## src/rtl/hack_spi_pkg.sv

```systemverilog
// Shared constants for the Hack SPI responder: status word bit positions,
// the ACK command bit and the default byte sent when nothing is queued.
package hack_spi_pkg;

   localparam int ST_RX_READY  = 15;
   localparam int ST_TX_EMPTY  = 14;
   localparam int ST_OVERRUN   = 13;
   localparam int ST_CS_ACTIVE = 12;
   localparam int CMD_ACK      = 8;

   localparam logic [7:0] IDLE_FILL_DEFAULT = 8'hFF;

endpackage

```

## src/rtl/spi_sync.sv

```systemverilog
// One asynchronous-input synchronizer chain followed by a rise/fall edge
// detector; the chain and the edge history both preset to RESET_VAL.
module spi_sync #(
   parameter int   SYNC_STAGES = 2,
   parameter logic RESET_VAL   = 1'b0
) (
   input  logic clk,
   input  logic reset,
   input  logic d_i,
   output logic q_o,
   output logic rise_o,
   output logic fall_o
);

   logic [SYNC_STAGES-1:0] sync_q;
   logic                   prev_q;

   always_ff @(posedge clk or posedge reset) begin
      if (reset) begin
         sync_q <= {SYNC_STAGES{RESET_VAL}};
         prev_q <= RESET_VAL;
      end else begin
         sync_q <= {sync_q[SYNC_STAGES-2:0], d_i};
         prev_q <= sync_q[SYNC_STAGES-1];
      end
   end

   assign q_o    = sync_q[SYNC_STAGES-1];
   assign rise_o = sync_q[SYNC_STAGES-1] & ~prev_q;
   assign fall_o = ~sync_q[SYNC_STAGES-1] & prev_q;

endmodule

```

## src/rtl/spi_slave.sv

```systemverilog
// SPI mode-0 responder (MSB first, 8-bit frames) with a Hack CPU register port.
// Define SPI_SLAVE_IRQ_EN to add an irq pulse output on rx_ready/overrun rising.
module spi_slave
   import hack_spi_pkg::*;
#(
   parameter int         SYNC_STAGES = 2,
   parameter logic [7:0] IDLE_FILL   = IDLE_FILL_DEFAULT
) (
   input  logic        clk,
   input  logic        reset,
   input  logic [15:0] in,
   input  logic        load,
   output logic [15:0] out,
   input  logic        spi_sck,
   input  logic        spi_mosi,
   input  logic        spi_csn,
   output logic        spi_miso
`ifdef SPI_SLAVE_IRQ_EN
   ,
   output logic        irq
`endif
);

   logic sck_rise, sck_fall, csn_s, csn_rise, csn_fall, mosi_s;
   logic unused_sck_s, unused_mosi_rise, unused_mosi_fall, unused_in_hi;

   spi_sync #(.SYNC_STAGES(SYNC_STAGES), .RESET_VAL(1'b0)) u_sync_sck (
      .clk(clk), .reset(reset), .d_i(spi_sck),
      .q_o(unused_sck_s), .rise_o(sck_rise), .fall_o(sck_fall)
   );

   spi_sync #(.SYNC_STAGES(SYNC_STAGES), .RESET_VAL(1'b1)) u_sync_csn (
      .clk(clk), .reset(reset), .d_i(spi_csn),
      .q_o(csn_s), .rise_o(csn_rise), .fall_o(csn_fall)
   );

   spi_sync #(.SYNC_STAGES(SYNC_STAGES), .RESET_VAL(1'b1)) u_sync_mosi (
      .clk(clk), .reset(reset), .d_i(spi_mosi),
      .q_o(mosi_s), .rise_o(unused_mosi_rise), .fall_o(unused_mosi_fall)
   );

   assign unused_in_hi = ^in[15:9];

   logic [7:0] rx_shift_q, rx_shift_d, tx_shift_q, tx_shift_d;
   logic [7:0] hold_q, hold_d, rx_byte_q, rx_byte_d;
   logic [2:0] bit_cnt_q, bit_cnt_d;
   logic       rx_ready_q, rx_ready_d, tx_empty_q, tx_empty_d;
   logic       overrun_q, overrun_d, miso_q, miso_d;

   logic       cs_active, wr, ack, reload, byte_done;
   logic [7:0] rx_word;

   always_ff @(posedge clk or posedge reset) begin
      if (reset) begin
         rx_shift_q <= 8'hFF;
         tx_shift_q <= 8'hFF;
         hold_q     <= IDLE_FILL;
         rx_byte_q  <= 8'h00;
         bit_cnt_q  <= 3'd0;
         rx_ready_q <= 1'b0;
         tx_empty_q <= 1'b1;
         overrun_q  <= 1'b0;
         miso_q     <= 1'b1;
      end else begin
         rx_shift_q <= rx_shift_d;
         tx_shift_q <= tx_shift_d;
         hold_q     <= hold_d;
         rx_byte_q  <= rx_byte_d;
         bit_cnt_q  <= bit_cnt_d;
         rx_ready_q <= rx_ready_d;
         tx_empty_q <= tx_empty_d;
         overrun_q  <= overrun_d;
         miso_q     <= miso_d;
      end
   end

   always_comb begin
      rx_shift_d = rx_shift_q;
      tx_shift_d = tx_shift_q;
      hold_d     = hold_q;
      rx_byte_d  = rx_byte_q;
      bit_cnt_d  = bit_cnt_q;
      rx_ready_d = rx_ready_q;
      tx_empty_d = tx_empty_q;
      overrun_d  = overrun_q;

      cs_active = ~csn_s;
      wr        = load & ~in[CMD_ACK];
      ack       = load & in[CMD_ACK];
      rx_word   = {rx_shift_q[6:0], mosi_s};
      reload    = csn_fall | (sck_fall & cs_active & (bit_cnt_q == 3'd0));
      byte_done = sck_rise & cs_active & ~csn_fall & (bit_cnt_q == 3'd7);

      // Frame start or abort: restart the bit count and drop any partial byte.
      if (csn_fall || csn_rise) begin
         bit_cnt_d  = 3'd0;
         rx_shift_d = 8'hFF;
      end else if (sck_rise && cs_active) begin
         rx_shift_d = rx_word;
         bit_cnt_d  = bit_cnt_q + 3'd1;
      end

      if (reload) begin
         tx_shift_d = tx_empty_q ? IDLE_FILL : hold_q;
         tx_empty_d = 1'b1;
      end else if (sck_fall && cs_active) begin
         tx_shift_d = {tx_shift_q[6:0], 1'b0};
      end

      // A write in the reload cycle refills hold after the old byte was taken.
      if (wr) begin
         hold_d     = in[7:0];
         tx_empty_d = 1'b0;
      end

      if (ack) begin
         rx_ready_d = 1'b0;
         overrun_d  = 1'b0;
      end

      if (byte_done) begin
         rx_byte_d  = rx_word;
         rx_ready_d = 1'b1;
         if (rx_ready_q && !ack) overrun_d = 1'b1;
      end

      miso_d = cs_active ? tx_shift_q[7] : 1'b1;
   end

   always_comb begin
      out               = 16'h0000;
      out[ST_RX_READY]  = rx_ready_q;
      out[ST_TX_EMPTY]  = tx_empty_q;
      out[ST_OVERRUN]   = overrun_q;
      out[ST_CS_ACTIVE] = ~csn_s;
      out[7:0]          = rx_byte_q;
   end

   assign spi_miso = miso_q;

`ifdef SPI_SLAVE_IRQ_EN
   logic irq_q;

   always_ff @(posedge clk or posedge reset) begin
      if (reset) irq_q <= 1'b0;
      else       irq_q <= (rx_ready_d & ~rx_ready_q) | (overrun_d & ~overrun_q);
   end

   assign irq = irq_q;
`endif

endmodule

```

## config.mk

```make
export PLATFORM = sky130hd
export DESIGN_NAME = spi_slave
export DESIGN_NICKNAME = d
export VERILOG_FILES = /design/src/rtl/hack_spi_pkg.sv /design/src/rtl/spi_sync.sv /design/src/rtl/spi_slave.sv
export SDC_FILE = /design/constraint.sdc
export NUM_CORES = 1
export LEC_CHECK = 0
export ABC_AREA = 0
export CELL_PAD_IN_SITES_DETAIL_PLACEMENT = 0
export CELL_PAD_IN_SITES_GLOBAL_PLACEMENT = 1
export CORE_MARGIN = 4
export CORE_UTILIZATION = 40
export DETAILED_ROUTE_END_ITERATION = 8
export GPL_ROUTABILITY_DRIVEN = 0
export PLACE_DENSITY_LB_ADDON = 0.1
export SYNTH_ARGS = -nofsm -noshare
export SYNTH_HDL_FRONTEND = slang
export SYNTH_SLANG_ARGS = --single-unit
```

## constraint.sdc

```tcl
create_clock -name clk -period 2.4 [get_ports clk]
set_input_delay 0.24 -clock clk [delete_from_list [all_inputs] [get_ports clk]]
set_output_delay 0.24 -clock clk [all_outputs]
set_load 0.005 [all_outputs]
```

==> impl.org, run 1 <==
** Clock tree
- Clock latency reported for the late side of the worst-skew pair :: 0.30 ns
- Hold repair after CTS inserted 0 buffers.
- Bufs on Longest Clock Path :: 2
- Post-CTS repair changed the size of 0 cells.
- Clock buffer count from CTS :: 5
- In this run the clock root is driven by a sky130_fd_sc_hd__clkbuf_8.
- Once the clock tree was built, the setup fixing pass inserted 0 buffers.
- Number of clock sinks :: 46
- Clock-pin slew was measured on the worst setup and hold paths at 0.08 ns.
- TritonCTS clock tree :: yes
- CTS built an H-tree with a depth of 2.

** Logic synthesis
- The biggest area contributor in the post-synthesis netlist is sky130_fd_sc_hd__dfstp_2.
- The number of different library cells used by synthesis comes to 33.
- A synthesized cell averages 12.2 um^2.
- Synthesis produced 165 cells.
- Of all flip-flops after synthesis, the portion carrying an async set or reset was between 90% and 100%.
- Flip-flop and latch count after synthesis :: 46
- Top post-synthesis cells by area :: sky130_fd_sc_hd__dfstp_2 (39%), sky130_fd_sc_hd__dfrtp_1 (20%), sky130_fd_sc_hd__mux2_2 (9.0%)
- Yosys warning count :: 0
- Most frequently used flop master after synthesis :: sky130_fd_sc_hd__dfstp_2
- The cell area that synthesis handed to floorplanning was between 0.002 and 0.0025 mm^2.
- In this run, synthesis inferred 0 flip-flops with an integrated enable.
- Sequential cell area fraction in the yosys report :: 59.2%
- Share of the synthesized area in the top cell type :: 39.3%

** Cells and area
- Number of nets in the layout :: 215
- Finished Cell Area :: 0.00240 mm^2
- ANT cells :: 0
- Signed area change from the synthesized netlist to the final layout :: 19.6%
- Cells with a size suffix above 1 make up 34.7% of the layout.
- Footprint of the multi-input gates :: around 700 um^2
- Final non-filler cell total :: around 260
- The layout has 424 filler cells.
- Summing all flip-flop and latch instances after layout gives between 0.001 and 0.0015 mm^2.

** STA
- Number of slew-limit violations in the final report :: 0
- For the pin with the worst max-slew slack, the measured transition is ~0.92 ns.
- Across all setup checks in the final design, the least slack found is 0.496 ns.
- Final number of hold-violating endpoints :: 0
- Static timing analysis puts the maximum clock frequency at 0.525 GHz.
- Hold slack final :: approximately 0.34 ns
- Remaining max-slew budget at the tightest pin :: 38.0%
- Unrepaired setup endpoints after global routing :: false
- Worst clock skew :: 0.00296 ns
- Post-layout min period :: ~1.9 ns
- Total Neg Setup Slack :: 0 ns
- Setup violations remaining at the end of the flow were counted as 0.
- Dividing the final minimum period by the clock period gives 79.3%.

** Drt
- After detailed routing, the average wire length per cell comes to 14.5 um.
- # DRC :: 0
- Using the TritonRoute via totals, the vias-per-cell ratio works out to 4.91.
- Count of antenna-violating nets left after detailed routing :: 0
- After detailed routing, the total wire length is approximately 3700 um.
- Initial detailed-routing violation count :: 88
- Router iterations before antenna repair :: 4
- Routed via count :: about 1,300

** Floorplanning
- The die covers 0.00621 mm^2.
- Initial core utilization :: 41.9%
- From bottom edge to top edge, the die measures 78.8 um.
- After floorplanning, the core was sized to cover 0.00479 mm^2.
- Number of rows in the core area :: 25
- The die is around 79 um wide.
- # IOs :: 39

** GRT
- Maximum number of pins on one net before global-route repair :: 27
- Global Route Usage Sum :: between 10% and 20%
- GRT overflow :: 0
- Initial antenna violation count :: 0
- Number of global-route vias before repair :: about 1,400
- Global-route wire length before repair :: 6400 um

** Power and ir drop
- Lkg Pwr :: 1.02 nW
- For this design the ratio of total power to cell area is 691 mW/mm^2.
- Across the VDD grid, the largest voltage drop is approximately 0.3 mV.

** Placement
- After detailed placement, the total cell area comes to around 0.0023 mm^2.
- Buffers added on ports :: 27
- HPWL after detailed placement :: approximately 2600 um
- Pre-CTS WS :: 0.483 ns
- Once placement completed, the tool counted placed cells totaling 249.

** Run status
- Status :: finished, final reports clean

** Critical path
- Data on the critical path is required at its endpoint by 2.59 ns.
- STA classifies the critical path startpoint as a flop.
- In this run the worst path has a maximum fanout of 12.
- Critical path data arrival time :: roughly 2.1 ns
- WS Path Type :: flop to flop
- Worst setup EP type :: flop

** Job
- Max-cap violations in this run came to 0.

** Hold path
- The min-delay analysis places its worst path in the category input port to async pin.
layout make-up:
class	instances	area share, %
sequential	46	49.5
clock buffer	7	4.01
tap	67	3.49
inverter	5	0.782
timing repair buffer	32	12.8
clock inverter	1	0.365
multi-input combinational	99	29.0
registers in the layout, indices dropped and copies added, names as in the netlist:
register,flops
u_sync_sck.sync_q,2
rx_ready_q,1
u_sync_sck.prev_q,1
u_sync_csn.prev_q,1
tx_shift_q,8
tx_empty_q,1
rx_shift_q,7
u_sync_mosi.sync_q,2
hold_q,8
overrun_q,1
u_sync_csn.sync_q,2
spi_miso,1
bit_cnt_q,3
rx_byte_q,8
where the power goes:
group / internal [mW] / switching [mW] / total [mW]
Clock: 0.264 / 0.258 / 0.522
Combinational: 0.105 / 0.0949 / 0.200
Sequential: 0.894 / 0.0438 / 0.938
cell usage after synthesis (2+ instances only):
cell type	number
sky130_fd_sc_hd__a211oi_1	7
sky130_fd_sc_hd__a21boi_0	2
sky130_fd_sc_hd__a21oi_1	2
sky130_fd_sc_hd__buf_1	2
sky130_fd_sc_hd__buf_4	8
sky130_fd_sc_hd__buf_6	2
sky130_fd_sc_hd__clkbuf_1	5
sky130_fd_sc_hd__dfrtp_1	16
sky130_fd_sc_hd__dfstp_2	30
sky130_fd_sc_hd__ha_1	4
sky130_fd_sc_hd__inv_1	4
sky130_fd_sc_hd__mux2_2	16
sky130_fd_sc_hd__nand2_1	21
sky130_fd_sc_hd__nand3_1	14
sky130_fd_sc_hd__nor3b_1	8
sky130_fd_sc_hd__o31ai_1	7
cells by family (layout without fill, tap and decap cells):
kind of cell	Yosys count	count (layout)	share of synthesized area [%]
flops	46	46	59.2
fa+ha+maj	4	4	2.49
compound gates	21	21	7.67
simple gates	52	52	13.7
mux	17	17	9.73
buf+inv	23	45	6.61
other cells	1	4	0.187
xor+xnor	1	1	0.436
through the flow:
step | power, mW | util [%]
after floorplan | 1.08 | -
after detailed placement | 1.15 | 48.0
after CTS | 1.68 | 50.2
after global routing | 1.74 | 50.2
after global placement | 1.14 | 48.0
final | 1.66 | 50.2
cells in the final DEF, fill, tap and decap left out, types with 2 or more instances in the layout:
cell type                         synthesis  final
sky130_fd_sc_hd__a21oi_1                  2      2
sky130_fd_sc_hd__ha_1                     4      4
sky130_fd_sc_hd__a21boi_0                 2      2
sky130_fd_sc_hd__a211oi_1                 7      7
sky130_fd_sc_hd__dfstp_2                 30     30
sky130_fd_sc_hd__conb_1                   1      4
sky130_fd_sc_hd__clkbuf_8                 0      7
sky130_fd_sc_hd__nor3b_1                  8      8
sky130_fd_sc_hd__mux2_2                  16     16
sky130_fd_sc_hd__nand3_1                 14     14
sky130_fd_sc_hd__inv_1                    4      3
sky130_fd_sc_hd__clkdlybuf4s50_1          0     27
sky130_fd_sc_hd__buf_4                    8      5
sky130_fd_sc_hd__nand2_1                 21     21
sky130_fd_sc_hd__o31ai_1                  7      7
sky130_fd_sc_hd__dfrtp_1                 16     16
final timing paths:
check                                               start                         endpoint  slack [ns]  depth (start not counted)
hold / removal                                      reset         rx_byte_q[0]$_DFFE_PP0P_        0.34                          2
hold reg to reg            u_sync_csn.sync_q[0]$_DFF_PP1_   u_sync_csn.sync_q[1]$_DFF_PP1_        0.36                          0
setup reg to reg           u_sync_csn.sync_q[1]$_DFF_PP1_         rx_byte_q[3]$_DFFE_PP0P_        0.50                          5
setup / recovery           u_sync_csn.sync_q[1]$_DFF_PP1_         rx_byte_q[3]$_DFFE_PP0P_        0.50                          5
max in group asynchronous                           reset            hold_q[0]$_DFFE_PP1P_        1.38                          3
min in group clk                                 spi_mosi  u_sync_mosi.sync_q[0]$_DFF_PP1_        0.34                          1
per-layer routing:
metal	share of wire [%]	routed length, um	GRT usage [%]	up-vias
li1	-	-	-	603
met1	43	1600	16.1	627
met2	52	1930	22.6	28
met3	3.8	140	3.85	5
met4	1.6	61	5.15	0
met5	0	0	0	-
critical path: stages, from the launching register on:
cell and delay (ns):
sky130_fd_sc_hd__dfstp_2 0.57, sky130_fd_sc_hd__inv_1 0.06, sky130_fd_sc_hd__ha_1 0.31, sky130_fd_sc_hd__inv_2 0.23
sky130_fd_sc_hd__nand3_2 0.27, sky130_fd_sc_hd__mux2_2 0.35
(Power assumes the default switching activity.)
==> inputs of run 2 (changes only) <==
- clock period: 2.4 -> 1.8 ns (I/O delays scaled with it)
==> impl.org, run 2 (synthesis results as in run 1) <==
** Clock tree
- The clock network latency to the later pin of the worst-skew pair came to 0.29 ns (about the same).
- Post-CTS Repair Setup Buffers :: 0 (unchanged)
- Number of clock sinks :: 46 (unchanged)
- Clock Pin Slew Worst Setup and Hold Paths :: 0.08 ns (about the same)
- The level count of the clock H-tree was 2 (unchanged).
- The number of buffers on the longest clock path came to 2 (unchanged).
- The count of hold buffers inserted by post-cts repair is 0 (unchanged).
- The tree is rooted in a sky130_fd_sc_hd__clkbuf_8.
- TritonCTS clock tree :: yes
- The number of buffers added by the clock tree synthesis step came to 5 (unchanged).
- # resized after CTS :: 0 (unchanged)

** STA
- Worst clock skew :: 0.00285 ns (-0.000104 ns)
- Worst slew pin tran :: 0.527 ns (-0.398 ns)
- The total count of max-transition violations in the final report is 0 (unchanged).
- Unrepaired setup endpoints after global routing :: false
- Remaining max-slew budget at the tightest pin :: 64.9% (+27 points)
- Post-layout min period :: approximately 1.6 ns
- The accumulated negative setup slack is 0 ns (unchanged).
- Portion of the clock cycle consumed by the worst path in the final layout :: 90.1%
- Upper clock frequency limit :: about 0.62 GHz
- The final-report hold violation count came to 0 (unchanged).
- Setup violations, final :: 0 (unchanged)

** Placement
- The count of port buffers added during placement came to 27 (unchanged).
- HPWL after detailed placement :: 2530 um (-3.8%)
- The number of cells after detailed placement came to 249 (unchanged).

** Floorplanning
- The number of rows created at floorplan came to 25 (unchanged).
- The die area came to 0.00621 mm^2 (unchanged).
- Chip height :: 78.8 um (unchanged)
- The placeable core region is 0.00479 mm^2 (unchanged).
- The horizontal die dimension is 78.8 um (unchanged).
- The effective utilization at floorplan is 41.9% (unchanged).
- # IOs :: 39 (unchanged)

** Critical path
- Reg-to-reg endpoint :: tx_shift_q[4]$_DFFE_PP1P_
- Among all stages on the critical path, the largest delay is contributed by sky130_fd_sc_hd__dfstp_2.
- The critical-path maximum fanout was 10 (-2).
- Delay-heaviest family, CP :: flip-flops
- Crit-path cells :: clkdlybuf4s50_1
- The most critical setup path has its startpoint at tx_empty_q$_DFFE_PP1P_.
- STA classifies the critical path startpoint as a flop.
- Reg2Reg Depth :: 6 (+1)
- Launch point of the worst reg-to-reg path :: u_sync_csn.sync_q[1]$_DFF_PP1_
- The buffer and inverter count on the worst path was 1 (-1).
- The arrival time of the worst setup path is 1.44 ns (-0.65 ns).
- Required time at the endpoint of the critical path :: 1.62 ns (-0.97 ns)
- WS Path Type :: flop to output pin
- Worst R2R Setup Slack :: 0.20 ns (-0.30 ns)
- STA classifies the critical path endpoint as an output pin.
- The delay of the slowest cell on the worst path is 0.62 ns (+0.05 ns).

** Power and ir drop
- Total power density per cell area :: 898 mW/mm^2 (+30%)
- Maximum vdd drop :: 0.419 mV (+38%)
- The leakage dissipation is 1.02 nW (-0.23%).

** Drt
- # DRC :: 0 (unchanged)
- Routed via count :: 1,251 (-0.95%)
- The remaining antenna violation count after routing came to 0 (unchanged).
- Router iterations before antenna repair :: 4 (unchanged)
- Final routed wire length divided by cell count :: 14.4 um (-0.99%)
- The number of DRC markers in iteration 0 was 42 (-52%).
- The total wire length after detailed routing was 3690 um (-0.99%).
- Vias/cell :: 4.87 (-0.95%)

** Cells and area
- Final non-filler cell total :: 257 (unchanged)
- ANT cells :: 0 (unchanged)
- From synthesis to final layout, the design area changed by 19.8%.
- Largest registers ranked by flip-flop count :: hold_q (8), rx_byte_q (8), tx_shift_q (8)
- Leaving out fill and tap cells, the most frequent cell in the layout is sky130_fd_sc_hd__dfstp_2.
- Most used cells in the layout excluding fill and tap cells :: sky130_fd_sc_hd__dfstp_2 (30), sky130_fd_sc_hd__clkdlybuf4s50_1 (27), sky130_fd_sc_hd__nand2_1 (21)
- Fraction of final layout cells with drive strength greater than 1 :: 34.7% (unchanged)
- The net count reported at finish is 215 (unchanged).

** GRT
- The first-pass GRT wire length came to 6510 um (+1.6%).
- GRT overflow :: 0 (unchanged)
- The number of global-route vias before repair was 1,371 (+1.4%).
- The all-layer global routing usage was 13.5% (+0.16 points).
- Initial antenna violation count :: 0 (unchanged)
- The maximum number of pins on one net before global-route repair is 47 (+74%).

** Hold path
- The min-delay analysis places its worst path in the category input port to async pin.

** Job
- Reported max-cap violation count :: 0 (unchanged)

** Run status
- Status :: finished, final reports clean
==> run 2: changes by cell type in the layout (fill, tap and decap cells not counted), sizes merged <==
cell      change
clkinvlp      +1
clkbuf        -1
==> run 2: area by class of cell <==
class                      instances  area, um^2
clock buffer                       6        82.6
clock inverter                     2        12.5
fill                             429        2380
inverter                           5        18.8
multi-input combinational         99         697
sequential                        46        1190
tap                               67        83.8
timing repair buffer              32         320
==> run 2: report_power, final <==
part           leakage [nW]  total [mW]  internal, mW  switching (mW)
clock network        0.0472       0.638         0.308           0.330
logic                 0.439       0.269         0.143           0.127
registers             0.532        1.25          1.19          0.0584
total                  1.02        2.16          1.64           0.515
==> run 2: worst max path at each step <==
stage,end,cells after the start
2_1_floorplan,tx_empty_q$_DFFE_PP1P_,7
3_3_place_gp,rx_byte_q[5]$_DFFE_PP0P_,5
3_5_place_dp,rx_byte_q[5]$_DFFE_PP0P_,5
4_1_cts,out[14],1
5_1_grt,tx_shift_q[3]$_DFFE_PP1P_,6
6_report,out[14],1
==> run 2: per-stage QoR <==
stage               hold WS [ns]  worst slack (ns)  utilization, %  cell area [um^2]  total power [mW]
finish                     0.228             0.178            50.2              2400              2.16
detailed placement         0.343             0.179            48.2              2310              1.54
CTS                        0.223             0.160            50.2              2400              2.20
floorplan                  0.184            0.0577               -              2020              1.45
global route               0.235            0.0662            50.2              2400              2.29
global placement           0.335             0.221            48.2              2310              1.53
==> run 2: metal layers <==
metal,wire [um],track usage [%],up-vias
met1,1510,15.3,610
li1,-,-,600
met4,70,4.98,0
met5,0,0,-
met3,175,3.97,9
met2,1930,24.0,32
==> inputs of run 3 (changes only) <==
- ABC_AREA: 0 -> 1
- CORE_UTILIZATION: 40 -> 39
==> impl.org, run 3 <==
** Hold path
- The path class of the tightest hold or removal check is input port to async pin.

** STA
- Final number of hold-violating endpoints :: 0 (unchanged)
- Upper clock frequency limit :: 0.638 GHz (+3.4%)
- Post-layout min period :: 1.57 ns (-0.0537 ns)
- Unrepaired setup endpoints after global routing :: false
- The accumulated negative setup slack came to 0 ns (unchanged).
- Number of slew-limit violations in the final report :: 0 (unchanged)
- Portion of the clock cycle consumed by the worst path in the final layout :: 87.1% (-3.0 points)
- Setup violations, final :: 0 (unchanged)
- The post-route clock skew came to 0.00444 ns (+0.00159 ns).

** Drt
- The average via count per standard cell is 4.35 (-11%).
- Routed via count :: 1,363 (+9.0%)
- Final wirelength :: 3590 um (-2.9%)
- The iteration count of the initial detailed-routing pass came to 4 (unchanged).
- The number of DRC markers in iteration 0 was 59 (+40%).
- Count of antenna-violating nets left after detailed routing :: 0 (unchanged)
- The routed wirelength normalized by instance count came to 11.5 um (-20%).
- # DRC :: 0 (unchanged)

** Clock tree
- The clock network latency to the later pin of the worst-skew pair came to 0.29 ns (about the same).
- # resized after CTS :: 0 (unchanged)
- The number of buffers on the longest clock path was 2 (unchanged).
- H-tree depth :: 2 (unchanged)
- Post-CTS Repair Setup Buffers :: 0 (unchanged)
- Clock Pin Slew Worst Setup and Hold Paths :: 0.08 ns (about the same)
- TritonCTS clock tree :: yes
- The number of clock sinks is 46 (unchanged).
- In this run the clock root is driven by a sky130_fd_sc_hd__clkbuf_8.
- The count of hold buffers inserted by post-cts repair is 0 (unchanged).
- Clock buffer count from CTS :: 5 (unchanged)

** Placement
- The placed wire-length estimate after detailed placement was 2490 um (-1.5%).
- The number of cells after detailed placement is 305 (+22%).
- The placed standard-cell area is 0.00236 mm^2 (+2.3%).
- Buffers added on ports :: 27 (unchanged)

** Cells and area
- The largest registers in the layout are hold_q (8), rx_byte_q (8), tx_shift_q (8).
- Finished Cell Area :: 0.00250 mm^2 (+4.2%)
- Fill cell instance count of the final layout :: 521 (+21%)
- Signed area change from the synthesized netlist to the final layout :: 22.0%
- The top cell types in the final layout, fill and taps aside, are sky130_fd_sc_hd__nand2_1 (51), sky130_fd_sc_hd__inv_1 (34), sky130_fd_sc_hd__dfstp_2 (30).
- Fin util :: 49.0% (-1.2 points)
- ANT cells :: 0 (unchanged)
- Register Area :: 0.00119 mm^2 (unchanged)
- Footprint of the multi-input gates :: 643 um^2 (-7.7%)
- The fraction of final layout cells sized beyond drive strength 1 is 24.3% (-10 points).
- Most frequent standard cell in the layout excluding fill and tap cells :: sky130_fd_sc_hd__nand2_1
- The net count reported at finish was 268 (+25%).
- The number of cells in the finished layout apart from fillers was 313 (+22%).

** Logic synthesis
- The adder and majority cell fraction of the synthesized area was 2.44% (-0.056 points).
- Distinct cell type count after synthesis :: 21 (-36%)
- Sorting the synthesized cells by area gives the leading types as sky130_fd_sc_hd__dfstp_2 (38%), sky130_fd_sc_hd__dfrtp_1 (20%), sky130_fd_sc_hd__nand2_1 (9.3%).
- Share of the synthesized area in the top cell type :: 38.4% (-0.89 points)
- Dominant cell by count in the synthesized netlist :: sky130_fd_sc_hd__nand2_1
- Share of synthesized cell area in and, or, nand and nor gates :: 17.5% (+3.8 points)
- The synthesized instance count came to 214 (+30%).
- Cell area after technology mapping :: 0.00205 mm^2 (+2.3%)
- The async set or reset register ratio after synthesis is 100% (unchanged).
- The share of the synthesized area in compound gates (AO/OA/AOI/OAI) came to 10.7% (+3.0 points).
- In the synthesized netlist, the cells that appear most often are sky130_fd_sc_hd__nand2_1 (51), sky130_fd_sc_hd__inv_1 (35), sky130_fd_sc_hd__dfstp_2 (30).
- The number of warning messages in the yosys log was 0 (unchanged).
- The portion of the post-synthesis area used by sequential elements came to 57.9% (-1.3 points).
- The mean area per synthesized cell was 9.59 um^2 (-21%).
- Number of synthesized flops with an enable pin :: 0 (unchanged)
- The most used flip-flop cell after synthesis is sky130_fd_sc_hd__dfstp_2.
- By area, the combinational part of the netlist is dominated by simple AND/OR/NAND/NOR gates.
- Mux contribution to synthesized area :: 0% (-9.7 points)
- Flip-flop and latch count after synthesis :: 46 (unchanged)
- Of all cell types, the one taking the most synthesized area is sky130_fd_sc_hd__dfstp_2.
- Post-Synth XOR/XNOR Area :: 0% (-0.44 points)

** Critical path
- Maximum cell stage delay along the critical path :: 0.58 ns (-0.04 ns)
- Required time at the endpoint of the critical path :: 1.98 ns (+0.36 ns)
- Delay-heaviest family, CP :: flip-flops
- Critical path data arrival time :: 1.75 ns (+0.31 ns)
- The critical-path maximum fanout came to 18 (+8).
- Walking the worst path, the cells encountered are inv_2 > ha_1 > inv_2 > nand4_4 > nand2_1 > o21ai_2.
- For this design, the slowest cell found on the critical path is sky130_fd_sc_hd__dfstp_2.
- Cell repeated most along the worst path :: sky130_fd_sc_hd__inv_2
- Worst setup EP type :: flop
- The buffer and inverter count on the worst path came to 2 (+1).
- WS Path Type :: flop to flop
- The worst setup path is launched from a flop.

** GRT
- Global Route Usage Sum :: 12.6% (-0.85 points)
- Initial antenna violation count :: 0 (unchanged)
- The number of global-route vias before repair was 1,427 (+4.1%).
- The total overflow reported by the global router came to 0 (unchanged).
- The maximum number of pins on one net before global-route repair was 47 (unchanged).
- The first-pass GRT wire length came to 6280 um (-3.5%).

** Power and ir drop
- The worst IR drop on VDD was 0.498 mV (+19%).
- The leakage dissipation came to 1.21 nW (+19%).
- The power per cell area came to 988 mW/mm^2 (+10%).

** Floorplanning
- The chip height was 80.6 um (+2.2%).
- Area of the placeable core :: 0.00511 mm^2 (+6.7%)
- The die area is 0.00649 mm^2 (+4.4%).
- Number of rows in the core area :: 26 (+4.0%)
- # IOs :: 39 (unchanged)
- The effective utilization at floorplan is 40.2% (-1.7 points).
- The horizontal die dimension is 80.6 um (+2.2%).

** Run status
- The flow ran to the end, and the final reports show no timing, DRC or antenna violations.

** Job
- The number of max-capacitance violations reported was 0 (unchanged).
run 3: final timing paths:
path	start	end	slack, ns	cells past startpoint
max reg2reg	u_sync_csn.sync_q[1]$_DFF_PP1_	rx_byte_q[2]$_DFFE_PP0P_	0.23	6
max	u_sync_csn.sync_q[1]$_DFF_PP1_	rx_byte_q[2]$_DFFE_PP0P_	0.23	6
min in group clk	spi_mosi	u_sync_mosi.sync_q[0]$_DFF_PP1_	0.29	1
min	reset	rx_ready_q$_DFFE_PP0P_	0.22	3
min reg2reg	u_sync_sck.sync_q[0]$_DFF_PP0_	u_sync_sck.sync_q[1]$_DFF_PP0_	0.36	0
max in group asynchronous	reset	u_sync_mosi.sync_q[0]$_DFF_PP1_	1.30	3
run 3: layout make-up:
type,instances,area share (%)
tap,70,3.50
clock buffer,6,3.30
timing repair buffer,29,11.9
inverter,38,5.79
sequential,46,47.5
clock inverter,2,2.40
multi-input combinational,122,25.7
run 3: per-stage QoR:
step	power, mW	hold slack, ns	setup slack (ns)
2_1_floorplan	1.47	0.184	0.340
3_3_place_gp	1.57	0.339	0.236
3_5_place_dp	1.57	0.341	0.209
4_1_cts	2.52	0.219	0.181
5_1_grt	2.62	0.246	0.0987
6_report	2.48	0.217	0.232
run 3: cell families after synthesis:
family | after synthesis
AND/OR/NAND/NOR | 77
buffers and inverters | 49
flip-flops | 46
AO/OA/AOI/OAI | 37
adder cells (fa/ha/maj) | 4
other | 1
run 3: worst reg2reg max path, stage by stage, from the launching register on:
cell and delay (ns):
sky130_fd_sc_hd__dfstp_2 0.58, sky130_fd_sc_hd__inv_2 0.06, sky130_fd_sc_hd__ha_1 0.22, sky130_fd_sc_hd__inv_2 0.08, sky130_fd_sc_hd__nand4_4 0.28, sky130_fd_sc_hd__nand2_1 0.18
sky130_fd_sc_hd__o21ai_2 0.06
run 3: layer usage:
metal | routed length [um] | track usage, % | share of wire [%]
met4 | 55 | 4.56 | 1.5
met1 | 1680 | 15.5 | 47
met5 | 0 | 0 | 0
met2 | 1740 | 21.0 | 48
met3 | 115 | 3.70 | 3.2
run 3: power breakdown:
| group | total [mW] | switching, mW | leakage (nW) | internal [mW] |
|---|---|---|---|---|
| sequential | 1.24 | 0.0431 | 0.532 | 1.20 |
| clock | 0.931 | 0.339 | 0.0714 | 0.592 |
| combinational | 0.305 | 0.184 | 0.604 | 0.121 |
